$ cat src/rtl/mcpu_pkg.sv
// +----------------------------------------------------------------+
// | mcpu_pkg : shared encodings for the multi-cycle CPU sequencer  |
// | Rev 1.0                                                        |
// +----------------------------------------------------------------+
`default_nettype none

package mcpu_pkg;

  localparam logic [5:0] OP_RTYPE = 6'h00;
  localparam logic [5:0] OP_J     = 6'h02;
  localparam logic [5:0] OP_JAL   = 6'h03;
  localparam logic [5:0] OP_BEQ   = 6'h04;
  localparam logic [5:0] OP_BNE   = 6'h05;
  localparam logic [5:0] OP_ADDI  = 6'h08;
  localparam logic [5:0] OP_XORI  = 6'h0E;
  localparam logic [5:0] OP_LW    = 6'h23;
  localparam logic [5:0] OP_SW    = 6'h2B;

  localparam logic [5:0] FN_JR    = 6'h08;
  localparam logic [5:0] FN_ADD   = 6'h20;
  localparam logic [5:0] FN_SUB   = 6'h22;
  localparam logic [5:0] FN_SLT   = 6'h2A;

  typedef enum logic [2:0] {
    ALU_ADD = 3'd0,
    ALU_SUB = 3'd1,
    ALU_XOR = 3'd2,
    ALU_SLT = 3'd3
  } alu_op_e;

  typedef enum logic [3:0] {
    S_RST, S_FETCH, S_DECODE, S_EXEC_R, S_EXEC_I, S_ADDR, S_MEM_RD,
    S_MEM_WR, S_WB_ALU, S_WB_MEM, S_BRANCH, S_JUMP, S_JR, S_FAULT
  } state_e;

  typedef enum logic [1:0] {
    DST_RD = 2'd0,
    DST_RT = 2'd1,
    DST_RA = 2'd2
  } reg_dst_e;

  typedef enum logic [1:0] {
    WB_ALUOUT = 2'd0,
    WB_MDR    = 2'd1,
    WB_PC     = 2'd2
  } wb_sel_e;

  typedef enum logic [1:0] {
    FC_NONE    = 2'd0,
    FC_ILLEGAL = 2'd1,
    FC_TIMEOUT = 2'd2
  } fault_code_e;

  typedef enum logic [3:0] {
    IC_ALU_R, IC_JR, IC_ALU_I, IC_LW, IC_SW,
    IC_BEQ, IC_BNE, IC_J, IC_JAL, IC_ILLEGAL
  } iclass_e;

endpackage

`default_nettype wire

$ cat src/rtl/mcpu_decode.sv
// +----------------------------------------------------------------+
// | mcpu_decode : opcode/funct -> instruction class and ALU op     |
// | Rev 1.0                                                        |
// +----------------------------------------------------------------+
`default_nettype none

module mcpu_decode
  import mcpu_pkg::*;
(
  input  logic [5:0] op_i,
  input  logic [5:0] funct_i,
  output iclass_e    cls_o,
  output alu_op_e    alu_op_o,
  output logic       illegal_o
);

  always_comb begin
    cls_o    = IC_ILLEGAL;
    alu_op_o = ALU_ADD;
    case (op_i)
      OP_RTYPE: begin
        case (funct_i)
          FN_ADD:  cls_o = IC_ALU_R;
          FN_SUB:  begin cls_o = IC_ALU_R; alu_op_o = ALU_SUB; end
          FN_SLT:  begin cls_o = IC_ALU_R; alu_op_o = ALU_SLT; end
          FN_JR:   cls_o = IC_JR;
          default: cls_o = IC_ILLEGAL;
        endcase
      end
      OP_ADDI: cls_o = IC_ALU_I;
      OP_XORI: begin cls_o = IC_ALU_I; alu_op_o = ALU_XOR; end
      OP_LW:   cls_o = IC_LW;
      OP_SW:   cls_o = IC_SW;
      OP_BEQ:  cls_o = IC_BEQ;
      OP_BNE:  cls_o = IC_BNE;
      OP_J:    cls_o = IC_J;
      OP_JAL:  cls_o = IC_JAL;
      default: cls_o = IC_ILLEGAL;
    endcase
  end

  assign illegal_o = (cls_o == IC_ILLEGAL);

endmodule

`default_nettype wire

$ cat src/rtl/mcpu_sequencer.sv
// +----------------------------------------------------------------+
// | mcpu_sequencer : PC/IR owner and main control FSM of the CPU   |
// | Rev 1.0                                                        |
// +----------------------------------------------------------------+
`default_nettype none

module mcpu_sequencer
  import mcpu_pkg::*;
#(
  parameter int unsigned     XLEN     = 32,
  parameter logic [XLEN-1:0] RESET_PC = '0,
  parameter int unsigned     TIMEOUT  = 15
) (
  input  logic            clk_i,
  input  logic            rst_n_i,
  input  logic [31:0]     mem_rdata_i,
  input  logic            mem_ready_i,
  input  logic            alu_zero_i,
  input  logic [XLEN-1:0] rs_data_i,
  output logic            mem_req_o,
  output logic            mem_we_o,
  output logic            mem_addr_sel_o,
  output logic [XLEN-1:0] pc_o,
  output logic [31:0]     ir_o,
  output logic            ab_we_o,
  output logic            mdr_we_o,
  output logic            aluout_we_o,
  output logic            reg_we_o,
  output logic [1:0]      reg_dst_o,
  output logic [1:0]      wb_sel_o,
  output logic            alu_srcb_o,
  output logic [2:0]      alu_op_o,
  output logic            fault_o,
  output logic [1:0]      fault_code_o
);

  localparam logic [7:0] WAIT_LAST = 8'(TIMEOUT - 1);

  state_e          state_q, state_d;
  logic [XLEN-1:0] pc_q, pc_d;
  logic [31:0]     ir_q, ir_d;
  logic [7:0]      wait_q, wait_d;
  logic            fault_q, fault_d;
  fault_code_e     fcode_q, fcode_d;

  iclass_e         w_cls;
  alu_op_e         w_alu_op;
  logic            w_illegal;
  logic [XLEN-1:0] w_br_target;
  logic [XLEN-1:0] w_j_target;

  mcpu_decode u_decode (
    .op_i      (ir_q[31:26]),
    .funct_i   (ir_q[5:0]),
    .cls_o     (w_cls),
    .alu_op_o  (w_alu_op),
    .illegal_o (w_illegal)
  );

  // pc_q already points at the next instruction when these are used.
  assign w_br_target = pc_q + {{(XLEN-18){ir_q[15]}}, ir_q[15:0], 2'b00};
  assign w_j_target  = {pc_q[XLEN-1:28], ir_q[25:0], 2'b00};

  always_comb begin
    state_d        = state_q;
    pc_d           = pc_q;
    ir_d           = ir_q;
    wait_d         = '0;
    fault_d        = fault_q;
    fcode_d        = fcode_q;
    mem_req_o      = 1'b0;
    mem_we_o       = 1'b0;
    mem_addr_sel_o = 1'b0;
    ab_we_o        = 1'b0;
    mdr_we_o       = 1'b0;
    aluout_we_o    = 1'b0;
    reg_we_o       = 1'b0;
    reg_dst_o      = DST_RD;
    wb_sel_o       = WB_ALUOUT;
    alu_srcb_o     = 1'b0;
    alu_op_o       = ALU_ADD;
    case (state_q)
      S_RST: state_d = S_FETCH;
      S_FETCH: begin
        mem_req_o = 1'b1;
        if (mem_ready_i) begin
          ir_d    = mem_rdata_i;
          pc_d    = pc_q + XLEN'(4);
          state_d = S_DECODE;
        end
      end
      S_DECODE: begin
        ab_we_o = 1'b1;
        if (w_illegal) begin
          state_d = S_FAULT;
          fault_d = 1'b1;
          fcode_d = FC_ILLEGAL;
        end else begin
          case (w_cls)
            IC_ALU_R:      state_d = S_EXEC_R;
            IC_ALU_I:      state_d = S_EXEC_I;
            IC_LW, IC_SW:  state_d = S_ADDR;
            IC_BEQ, IC_BNE: state_d = S_BRANCH;
            IC_J, IC_JAL:  state_d = S_JUMP;
            IC_JR:         state_d = S_JR;
            default:       state_d = S_FAULT;
          endcase
        end
      end
      S_EXEC_R: begin
        alu_op_o    = w_alu_op;
        aluout_we_o = 1'b1;
        state_d     = S_WB_ALU;
      end
      S_EXEC_I: begin
        alu_op_o    = w_alu_op;
        alu_srcb_o  = 1'b1;
        aluout_we_o = 1'b1;
        state_d     = S_WB_ALU;
      end
      S_WB_ALU: begin
        reg_we_o  = 1'b1;
        reg_dst_o = (w_cls == IC_ALU_R) ? DST_RD : DST_RT;
        wb_sel_o  = WB_ALUOUT;
        state_d   = S_FETCH;
      end
      S_ADDR: begin
        alu_srcb_o  = 1'b1;
        alu_op_o    = ALU_ADD;
        aluout_we_o = 1'b1;
        state_d     = (w_cls == IC_LW) ? S_MEM_RD : S_MEM_WR;
      end
      S_MEM_RD: begin
        mem_req_o      = 1'b1;
        mem_addr_sel_o = 1'b1;
        if (mem_ready_i) begin
          mdr_we_o = 1'b1;
          state_d  = S_WB_MEM;
        end
      end
      S_WB_MEM: begin
        reg_we_o  = 1'b1;
        reg_dst_o = DST_RT;
        wb_sel_o  = WB_MDR;
        state_d   = S_FETCH;
      end
      S_MEM_WR: begin
        mem_req_o      = 1'b1;
        mem_we_o       = 1'b1;
        mem_addr_sel_o = 1'b1;
        if (mem_ready_i) state_d = S_FETCH;
      end
      S_BRANCH: begin
        alu_op_o = ALU_SUB;
        if ((w_cls == IC_BEQ && alu_zero_i) || (w_cls == IC_BNE && !alu_zero_i))
          pc_d = w_br_target;
        state_d = S_FETCH;
      end
      S_JUMP: begin
        pc_d = w_j_target;
        // JAL writes the incremented PC, i.e. the return address.
        if (w_cls == IC_JAL) begin
          reg_we_o  = 1'b1;
          reg_dst_o = DST_RA;
          wb_sel_o  = WB_PC;
        end
        state_d = S_FETCH;
      end
      S_JR: begin
        pc_d    = rs_data_i;
        state_d = S_FETCH;
      end
      S_FAULT: state_d = S_FAULT;
      default: state_d = S_RST;
    endcase
    // An unanswered request is fatal once it has waited TIMEOUT cycles.
    if (mem_req_o && !mem_ready_i) begin
      if (wait_q == WAIT_LAST) begin
        state_d = S_FAULT;
        fault_d = 1'b1;
        fcode_d = FC_TIMEOUT;
      end else begin
        wait_d = wait_q + 8'd1;
      end
    end
  end

  always_ff @(posedge clk_i or negedge rst_n_i) begin
    if (!rst_n_i) begin
      state_q <= S_RST;
      pc_q    <= RESET_PC;
      ir_q    <= '0;
      wait_q  <= '0;
      fault_q <= 1'b0;
      fcode_q <= FC_NONE;
    end else begin
      state_q <= state_d;
      pc_q    <= pc_d;
      ir_q    <= ir_d;
      wait_q  <= wait_d;
      fault_q <= fault_d;
      fcode_q <= fcode_d;
    end
  end

  assign pc_o         = pc_q;
  assign ir_o         = ir_q;
  assign fault_o      = fault_q;
  assign fault_code_o = fcode_q;

endmodule

`default_nettype wire

$ cat config.mk
export PLATFORM = sky130hd
export DESIGN_NAME = mcpu_sequencer
export DESIGN_NICKNAME = d
export VERILOG_FILES = /design/src/rtl/mcpu_pkg.sv /design/src/rtl/mcpu_decode.sv /design/src/rtl/mcpu_sequencer.sv
export SDC_FILE = /design/constraint.sdc
export NUM_CORES = 1
export LEC_CHECK = 0
export BUFFER_PORTS_ARGS = -buffer_cell sky130_fd_sc_hd__buf_2
export CORE_AREA = 2 2 116 118
export DETAILED_ROUTE_END_ITERATION = 8
export DIE_AREA = 0 0 118 120
export PLACE_DENSITY = 0.68
export SLEW_MARGIN = 20
export SYNTH_ARGS = -nofsm -noshare
export SYNTH_HDL_FRONTEND = slang
export SYNTH_SLANG_ARGS = --single-unit
$ cat constraint.sdc
create_clock -name clk_i -period 5.4 [get_ports clk_i]
set_input_delay 0.54 -clock clk_i [delete_from_list [all_inputs] [get_ports clk_i]]
set_output_delay 0.54 -clock clk_i [all_outputs]
set_load 0.1 [all_outputs]
==> reports/metrics.cfg, run 1 <==
[outcome]
outcome=finished, final reports clean

[synth]
synth_ff_type=dfrtp_1
yosysSeqAreaShare_pct=34.96
synth-seq-cells=79
ys_async_sr_fraction_pct=100.0
synth_largest_area_cell=dfrtp_1
netlist_instances=635
ys.warnings.count=0
avgSynthCellArea_um2=8.906
synth_nets=738
netlist.area_leader.share_pct=34.96
synthesis.area_um2=5655
synth.area.top_cells=dfrtp_1, ha_1, mux2_2
synth_cell_type_count=73
synth_edf_count=0
synth_common_cells=dfrtp_1, nor2_1, nand2_1
yosysMostFrequentCell=dfrtp_1

[floorplan]
initial_core_util_pct=43.57
io_pins=150
core-area_um2=12980
fp.dieH_um=120
rows=42
fp.dieW_um=118
dieArea_um2=14160

[placed_design]
io_buffers=148
dpl.hpwl_mm=11.74
gp_congestion=0.9655

[finish]
syn2layout_area_growth_pct=20.42
drive_above_1_share_pct=28.27
diodes=0
layout.nets=869

[worst_setup_path]
max_stage_delay_ps=670
critPathTopFamily=simple AND/OR/NAND/NOR gates
reg2reg_slack_ps=1260
worstPathRequired_ps=5620
critPathBufInv=0
end_kind=flop
critical_path_class=flop to flop
cp.arrival_ps=4360
crit_fanout=20
crit_path_top_delay_cell=and2_1
startpoint_type=flop
worstPathCellList=nand2_1 > nor2_1 > and2_1 > ha_1 > a21oi_1 > nand2_1 > o221ai_1 > nand3_1 > o21ai_0 > o21ai_0 > a21oi_1 > xor2_1 > o211ai_1

[cts]
cts_hold_buf=0
cts_root_buf=clkbuf_16
h-tree-depth=3
clock_latency_ps=350
cts_tree=yes
cts_buffer_depth=2
cts_buffers=9
post_cts_resized=0
cts.sinks=79
cts_setup_buffers=0
cts.clk_slew.worst_paths_ps=60

[global_routing]
grt_max_degree=80
overflow=0
first_global_vias=5315
antenna_found_initial=0
grt_usage_pct=22.95
grt_pass1_wl_mm=26.27

[timing]
rsz0062_at_grt=false
setup_viol=0
max_slew_margin_pct=41.98
worstMarginPinSlew_ps=867.1
fin_worst_skew_ps=12.53
fin_crit_ps=4141
finalSetupTns_ps=0
max_freq_mhz=241.5
finalHoldViolCount=0
period_share_pct=76.69
report.final.slew_viol_count=0

[power]
p_leak_nw=3.257
powerDensity_nw_per_um2=201.7
max-vdd-ir-drop_v=0.0001299
finalPower_mw=1.374

[routing]
drcViolationCount=0
first_iter_violations=399
wl_met1_mm=7.267
top_layer=met4
ant_nets=0
wl_per_cell_um=16.96
met3WireLength_um=866
dr.pass1.iters=5
vias=5402
wl_mm=16.06
wl_met2_mm=7.701
vias_per_cell=5.704

[hold_path]
hold_class=primary input to async pin

[flow_run]
drv_cap=0

[cell type report]
class | count | area, um2
Clock inverter | 5 | 33.78
Multi-Input combinational cell | 507 | 3498
Timing Repair Buffer | 154 | 792.0
Tap cell | 176 | 220.2
Inverter | 15 | 56.30
Clock buffer | 11 | 232.7
Fill cell | 1249 | 6170
Sequential cell | 79 | 1977
[logic make-up after synthesis]
group                    count (synthesis)  share of synthesized area (%)
flip-flops                              79                          34.96
AO/OA/AOI/OAI                          193                          22.94
AND/OR/NAND/NOR                        212                          18.81
other                                    1                        0.06631
adder cells (fa/ha/maj)                 35                          7.876
XOR/XNOR                                31                          4.801
multiplexers                            35                          6.925
buffers and inverters                   49                          3.628
[stage by stage]
step	hold WS [ps]	setup WS (ps)	area (um2)	instances	utilization, %
2_1_floorplan	244.4	467.0	5655	635	-
3_3_place_gp	450.8	1460	6540	931	50.39
3_5_place_dp	455.5	1309	6540	931	50.39
4_1_cts	410.4	1287	6807	947	52.44
5_1_grt	301.1	919.6	6810	947	52.47
6_report	211.0	1259	6810	947	52.47
[layer usage]
metal	vias up	GRT usage (%)
li1	2586	-
met1	2619	29.50
met2	178	38.66
met3	19	5.038
met4	0	7.078
met5	-	0
[registers in the layout (all words and copies together), names as in the netlist]
name,count
state_q,4
pc_o,32
wait_q,8
fault_o,1
fault_code_o,2
ir_o,32
[worst reg2reg max path, stage by stage, from the launching register on]
cell      delay [ps]
dfrtp_1          660
nand2_1          320
nor2_1           330
and2_1           670
ha_1             410
a21oi_1          300
nand2_1           90
o221ai_1         150
nand3_1          160
o21ai_0          250
o21ai_0          180
a21oi_1          200
xor2_1           180
o211ai_1         130
[final timing paths]
check | startpoint | endpoint | depth (start not counted)
max | state_q[3]$_DFF_PN0_ | pc_o[31]$_DFFE_PN0P_ | 13
min | rst_n_i | ir_o[23]$_DFFE_PN0P_ | 1
max reg2reg | state_q[3]$_DFF_PN0_ | pc_o[31]$_DFFE_PN0P_ | 13
min reg2reg | fault_o$_DFF_PN0_ | fault_o$_DFF_PN0_ | 1
max in group asynchronous | rst_n_i | pc_o[2]$_DFFE_PN0P_ | 1
min in group clk_i | mem_rdata_i[12] | ir_o[12]$_DFFE_PN0P_ | 2
[report_power, final]
part | total [mW] | switching, mW | internal [mW]
Combinational | 0.185 | 0.140 | 0.0452
Sequential | 0.625 | 0.0201 | 0.605
Clock | 0.563 | 0.252 | 0.312
Total | 1.37 | 0.412 | 0.961
[cells in the final DEF, fill, tap and decap left out, drive strengths merged, types with 14 or more instances in the layout]
master and count:
nor3 15, o21ai 54, xnor2 14, ha 34
buf 154, mux2 33, inv 16, xor2 17
nor2 58, and2 19, a21oi 41, nand2 52
dfrtp 79
(Power assumes the default switching activity.)
==> run 2, diff against run 1 <==
- ABC_AREA: unset -> 1
- CORE_AREA: 2 2 116 118 -> 2 2 124 126
- DIE_AREA: 0 0 118 120 -> 0 0 126 128
- PLACE_DENSITY: 0.68 -> 0.67
- clock period: 5.4 -> 3.9 ns (I/O delays scaled with it)
==> run 2 against run 1 <==
Net effect:
- power rose to 5.2 times the previous value
- register-to-register slack worse by 510 ps
- largest cell class unchanged
- combinational power rose to 26 times the previous value
- fmax up 32%
- sequential cell count unchanged
- hold slack worse by 120 ps
- core utilization down 0.99 points
- synthesized cell count up 62%
- sequential share of layout area down 3.2 points
- clock power up 52%
- largest power group is now combinational cells
==> reports/metrics.cfg, run 2 <==
[finish]
seqCellArea_um2=1977
syn2layout_area_growth_pct=18.02
multiInputGateArea_um2=3750
diodes=0
layout.nets=1274
fin_area_um2=7652
fillCellCount=1648
layout_common_cells=nand2_1, inv_1, buf_2
drive_above_1_share_pct=17.45
final_common_cell=nand2_1

[cts]
cts_buffers=9
cts.sinks=79
cts.clk_slew.worst_paths_ps=60
cts_setup_buffers=0
cts_root_buf=clkbuf_16
clock_latency_ps=350
h-tree-depth=3
cts_buffer_depth=2
post_cts_resized=0
cts_hold_buf=0
cts_tree=yes

[worst_setup_path]
timing.rr.end=pc_o[24]$_DFFE_PN0P_
reg2reg_from=state_q[2]$_DFF_PN0_
critical_path_class=flop to flop
startpoint_type=flop
reg2reg_slack_ps=750
worstPathRequired_ps=4130
ff2ff_path_depth=11
crit_fanout=30
crit_end=pc_o[24]$_DFFE_PN0P_
cp.arrival_ps=3380
startpoint=state_q[2]$_DFF_PN0_
end_kind=flop

[synth]
netlist_instances=1031
synth_cell_type_count=43
synth_nets=1134
netlist.area_leader.share_pct=30.49
yosysSeqAreaShare_pct=30.49
synth_ff_type=dfrtp_1
synth_edf_count=0
avgSynthCellArea_um2=6.289
ys.warnings.count=0
synth-seq-cells=79
yosysMostFrequentCell=nand2_1
synth.area.top_cells=dfrtp_1, nand2_1, inv_1
synth_largest_area_cell=dfrtp_1
synth_common_cells=nand2_1, inv_1, nor2_1
ys_async_sr_fraction_pct=100.0
synthesis.area_um2=6484

[power]
comb_power_share_pct=67.9
pwr-share-clk_pct=11.9
max-vdd-ir-drop_v=0.0005440
p_leak_nw=4.489
sw_frac_of_total_pct=64.59
powerDensity_nw_per_um2=935.4
switching_power_mw=4.623
cell_internal_pwr_mw=2.535
p_seq_share_pct=20.2

[timing]
max_freq_mhz=317.6
period_share_pct=80.73
fin_worst_skew_ps=6.360
setup_viol=0
finalHoldViolCount=0
worstMarginPinSlew_ps=697.4
rsz0062_at_grt=false
fin_crit_ps=3149
finalSetupTns_ps=0
max_slew_margin_pct=53.50
report.final.slew_viol_count=0
hold-worst-slack_ps=86.97

[floorplan]
fp.dieW_um=126
dieArea_um2=16130
initial_core_util_pct=43.62
core-area_um2=14860
fp.dieH_um=128
io_pins=150
rows=45

[placed_design]
dpl.hpwl_mm=16.19
placed_area_um2=7366
io_buffers=148
gp_congestion=1.006

[flow_run]
drv_cap=0

[outcome]
outcome=finished, final reports clean

[global_routing]
grt_max_degree=54
grt_usage_pct=25.51
antenna_found_initial=0
first_global_vias=6608
overflow=0
grt_pass1_wl_mm=32.93

[routing]
first_iter_violations=408
wl_per_cell_um=14.85
vias=6911
ant_nets=0
dr.pass1.iters=6
drcViolationCount=0
wl_mm=20.24
vias_per_cell=5.070

[hold_path]
hold_class=primary input to async pin

## run 2: cells by family (layout without fill, tap and decap cells)
group                      count (synthesis)  after routing  share of synthesized area, %
other                                      1              1                       0.05784
and+or+nand+nor                          585            585                         37.94
DFF                                       79             79                         30.49
xor gates and xnor gates                   9              9                         1.216
adders and majority gates                 35             35                         6.870
AOI/OAI and AO/OA                        129            129                         11.64
buffers and inverters                    193            337                         11.79
## run 2: layer usage
layer | vias up | part of all wire, % | track usage, %
met3 | 27 | 6.4 | 4.841
met5 | - | 0 | 0
met4 | 0 | 1.9 | 7.111
li1 | 3514 | - | -
met1 | 3143 | 45 | 33.75
met2 | 227 | 47 | 42.88
## run 2: worst min path at each step
stage	cells past startpoint	start	to
6_report	1	rst_n_i	pc_o[29]$_DFFE_PN0P_
5_1_grt	1	rst_n_i	pc_o[29]$_DFFE_PN0P_
4_1_cts	1	rst_n_i	pc_o[29]$_DFFE_PN0P_
3_5_place_dp	2	fault_o$_DFF_PN0_	fault_o$_DFF_PN0_
3_3_place_gp	2	fault_o$_DFF_PN0_	fault_o$_DFF_PN0_
2_1_floorplan	0	rst_n_i	fault_code_o[0]$_DFF_PN0_
## run 2: power groups by stage
stage	clock (mW)	combinational [mW]	sequential, mW
floorplan	0	1.97	3.41
detailed placement	0	4.85	1.45
CTS	0.863	4.86	1.44
global placement	0	4.83	1.45
finish	0.853	4.86	1.45
global route	0.900	5.19	1.49
## run 2: area by class of cell
| class | instances | share of cell area (%) |
|---|---|---|
| flip-flops and latches | 79 | 25.83 |
| multi-input cells | 759 | 49.00 |
| inverters | 172 | 8.437 |
| repair buffers | 150 | 9.908 |
| clock inverters | 5 | 0.7521 |
| clock buffers | 10 | 2.992 |
| well taps | 188 | 3.074 |
## run 2: per-stage QoR
stage	utilization [%]	power, mW	setup WS, ps	instances
2_1_floorplan	-	5.386	10.19	1031
4_1_cts	51.48	7.161	754.9	1363
5_1_grt	51.48	7.581	385.8	1363
3_5_place_dp	49.55	6.301	780.6	1348
6_report	51.48	7.158	751.4	1363
3_3_place_gp	49.55	6.275	853.9	1348
## run 2: critical path, stage by stage (launching register included)
cell	delay, ps
dfrtp_1	570
inv_1	110
nand2_1	200
nor2_4	120
inv_2	340
nand2_4	180
inv_2	460
nand3_2	160
nand2_4	330
inv_2	300
nor2_1	210
a21oi_2	40
==> run 3, diff against run 2 <==
- PLACE_DENSITY: 0.67 -> 0.7
- clock period: 3.9 -> 2.63 ns (I/O delays scaled with it)
==> run 3 against run 2 <==
Net effect:
- largest cell class unchanged
- sequential power up 50%
- clock-buffer cell count is 1 higher
- via count rose by 4.2%
- highest routed layer unchanged
- final area increased by 9.6%
- sequential cell count unchanged
- die area unchanged
- power increased by 61%
- clock skew grew 4.0 ps
- clock power grew 58%
- wire length up 5.4%
==> reports/metrics.cfg, run 3 (synthesized netlist as in run 2, its figures left out) <==
[routing]
wl_per_cell_um=15.15
ant_nets=0
drcViolationCount=0
dr.pass1.iters=5
wl_mm=21.32
vias=7199
vias_per_cell=5.117
first_iter_violations=534

[power]
p_seq_share_pct=18.8
pwr-share-clk_pct=11.7
powerDensity_nw_per_um2=1373
switching_power_mw=7.218
p_leak_nw=4.739
sw_frac_of_total_pct=62.66
cell_internal_pwr_mw=4.301
max-vdd-ir-drop_v=0.001190
comb_power_share_pct=69.5

[finish]
drive_above_1_share_pct=27.07
fillCellCount=1498
fin_area_um2=8391
layout.nets=1317
diodes=0
seqCellArea_um2=2001
syn2layout_area_growth_pct=29.41
multiInputGateArea_um2=4024
layout_common_cells=nand2_1, inv_1, buf_2
final_common_cell=nand2_1

[placed_design]
io_buffers=148
placed_area_um2=7746
gp_congestion=0.9720
dpl.hpwl_mm=16.63
place_ws_ps=34.43

[cts]
clock_latency_ps=360
h-tree-depth=3
cts.clk_slew.worst_paths_ps=60
cts_buffer_depth=2
cts.sinks=79
cts_tree=yes
cts_buffers=9
cts_root_buf=clkbuf_16

[floorplan]
dieArea_um2=16130
initial_core_util_pct=43.62
fp.dieW_um=126
core-area_um2=14860
rows=45
fp.dieH_um=128
io_pins=150

[worst_setup_path]
reg2reg_slack_ps=110
startpoint=state_q[0]$_DFF_PN0_
reg2reg_from=state_q[0]$_DFF_PN0_
critical_path_class=flop to flop
crit_fanout=10
startpoint_type=flop
end_kind=flop
cp.arrival_ps=2770
worstPathRequired_ps=2870

[timing]
setup_viol=0
fin_worst_skew_ps=10.35
setup_slack_ps=108.9
hold-worst-slack_ps=106.8
fin_crit_ps=2521
max_freq_mhz=396.6
max_slew_margin_pct=62.72
report.final.slew_viol_count=0
worstMarginPinSlew_ps=557.8
finalHoldViolCount=0
period_share_pct=95.86

[global_routing]
grt_max_degree=37
grt_pass1_wl_mm=33.06
antenna_found_initial=0
grt_usage_pct=25.82
first_global_vias=6720
overflow=0

[hold_path]
hold_class=primary input to flop
min_from=mem_rdata_i[19]

[outcome]
outcome=finished, final reports clean

[flow_run]
drv_cap=0

## run 3: cell count changes in the layout (fill, tap and decap cells not counted), moves of 13 or more
cell | before | now
nor2_2 | 3 | 19
nand2_2 | 2 | 19
nand2_1 | 332 | 315
dfrtp_1 | 79 | 66
buf_4 | 3 | 39
nor2_1 | 138 | 117
## run 3: power groups by stage
stage                     sequential, mW  clock, mW  combinational [mW]
final                               2.17       1.35                8.00
after global routing                2.23       1.40                8.51
after CTS                           2.14       1.35                7.63
after detailed placement            2.16          0                7.60
after global placement              2.17          0                7.57
after floorplan                     5.10          0                2.97
## run 3: layout make-up
cell class,count,share of cell area [%]
clock buffers,11,2.893
inverters,172,7.784
multi-input cells,759,47.96
repair buffers,193,13.94
clock inverters,5,0.7754
flip-flops and latches,79,23.84
well taps,188,2.803
## run 3: per-stage QoR
stage / TNS [ps] / cells / utilization, % / total power, mW
global route: -301.0 / 1407 / 56.45 / 12.14
floorplan: 0 / 1031 / - / 8.073
global placement: 0 / 1381 / 52.11 / 9.738
finish: 0 / 1407 / 56.45 / 11.52
detailed placement: 0 / 1381 / 52.11 / 9.766
CTS: 0 / 1398 / 54.25 / 11.12
## run 3: worst max-delay path, stage by stage (launching register included)
cell      delay (ps)
dfrtp_1          400
inv_2             70
nand2_2           70
nor2_4           180
inv_6             80
nor2_2            90
ha_1             280
or2_2            340
and2_4           180
nand2_1           70
nand2_2           90
or2_2            290
nand3_1           80
o211ai_1          80
nand2_1           70
nand2_1           40
## run 3: repair_timing
| action | CTS | global route |
|---|---|---|
| endpoints found under the hold margin | 16 | 0 |
| gates resized for setup | 0 | 75 |
| hold buffers | 1 | 0 |
| endpoints found under the setup margin | 0 | 31 |
| buffers inserted | 0 | 8 |
## run 3: worst paths after layout
kind | endpoint | depth (start not counted)
max | pc_o[9]$_DFFE_PN0P_ | 15
min | ir_o[19]$_DFFE_PN0P_ | 3
max reg2reg | pc_o[9]$_DFFE_PN0P_ | 15
min reg2reg | fault_code_o[1]$_DFF_PN0_ | 2
max in group asynchronous | ir_o[26]$_DFFE_PN0P_ | 3
min in group asynchronous | pc_o[22]$_DFFE_PN0P_ | 2
## run 3: metal layers
| metal | vias to the layer above | GRT usage [%] | wire length (um) |
|---|---|---|---|
| met5 | - | 0 | 0 |
| met2 | 262 | 43.45 | 10220 |
| met4 | 0 | 8.016 | 494 |
| li1 | 3604 | - | - |
| met1 | 3303 | 34.31 | 9096 |
| met3 | 30 | 4.090 | 1508 |
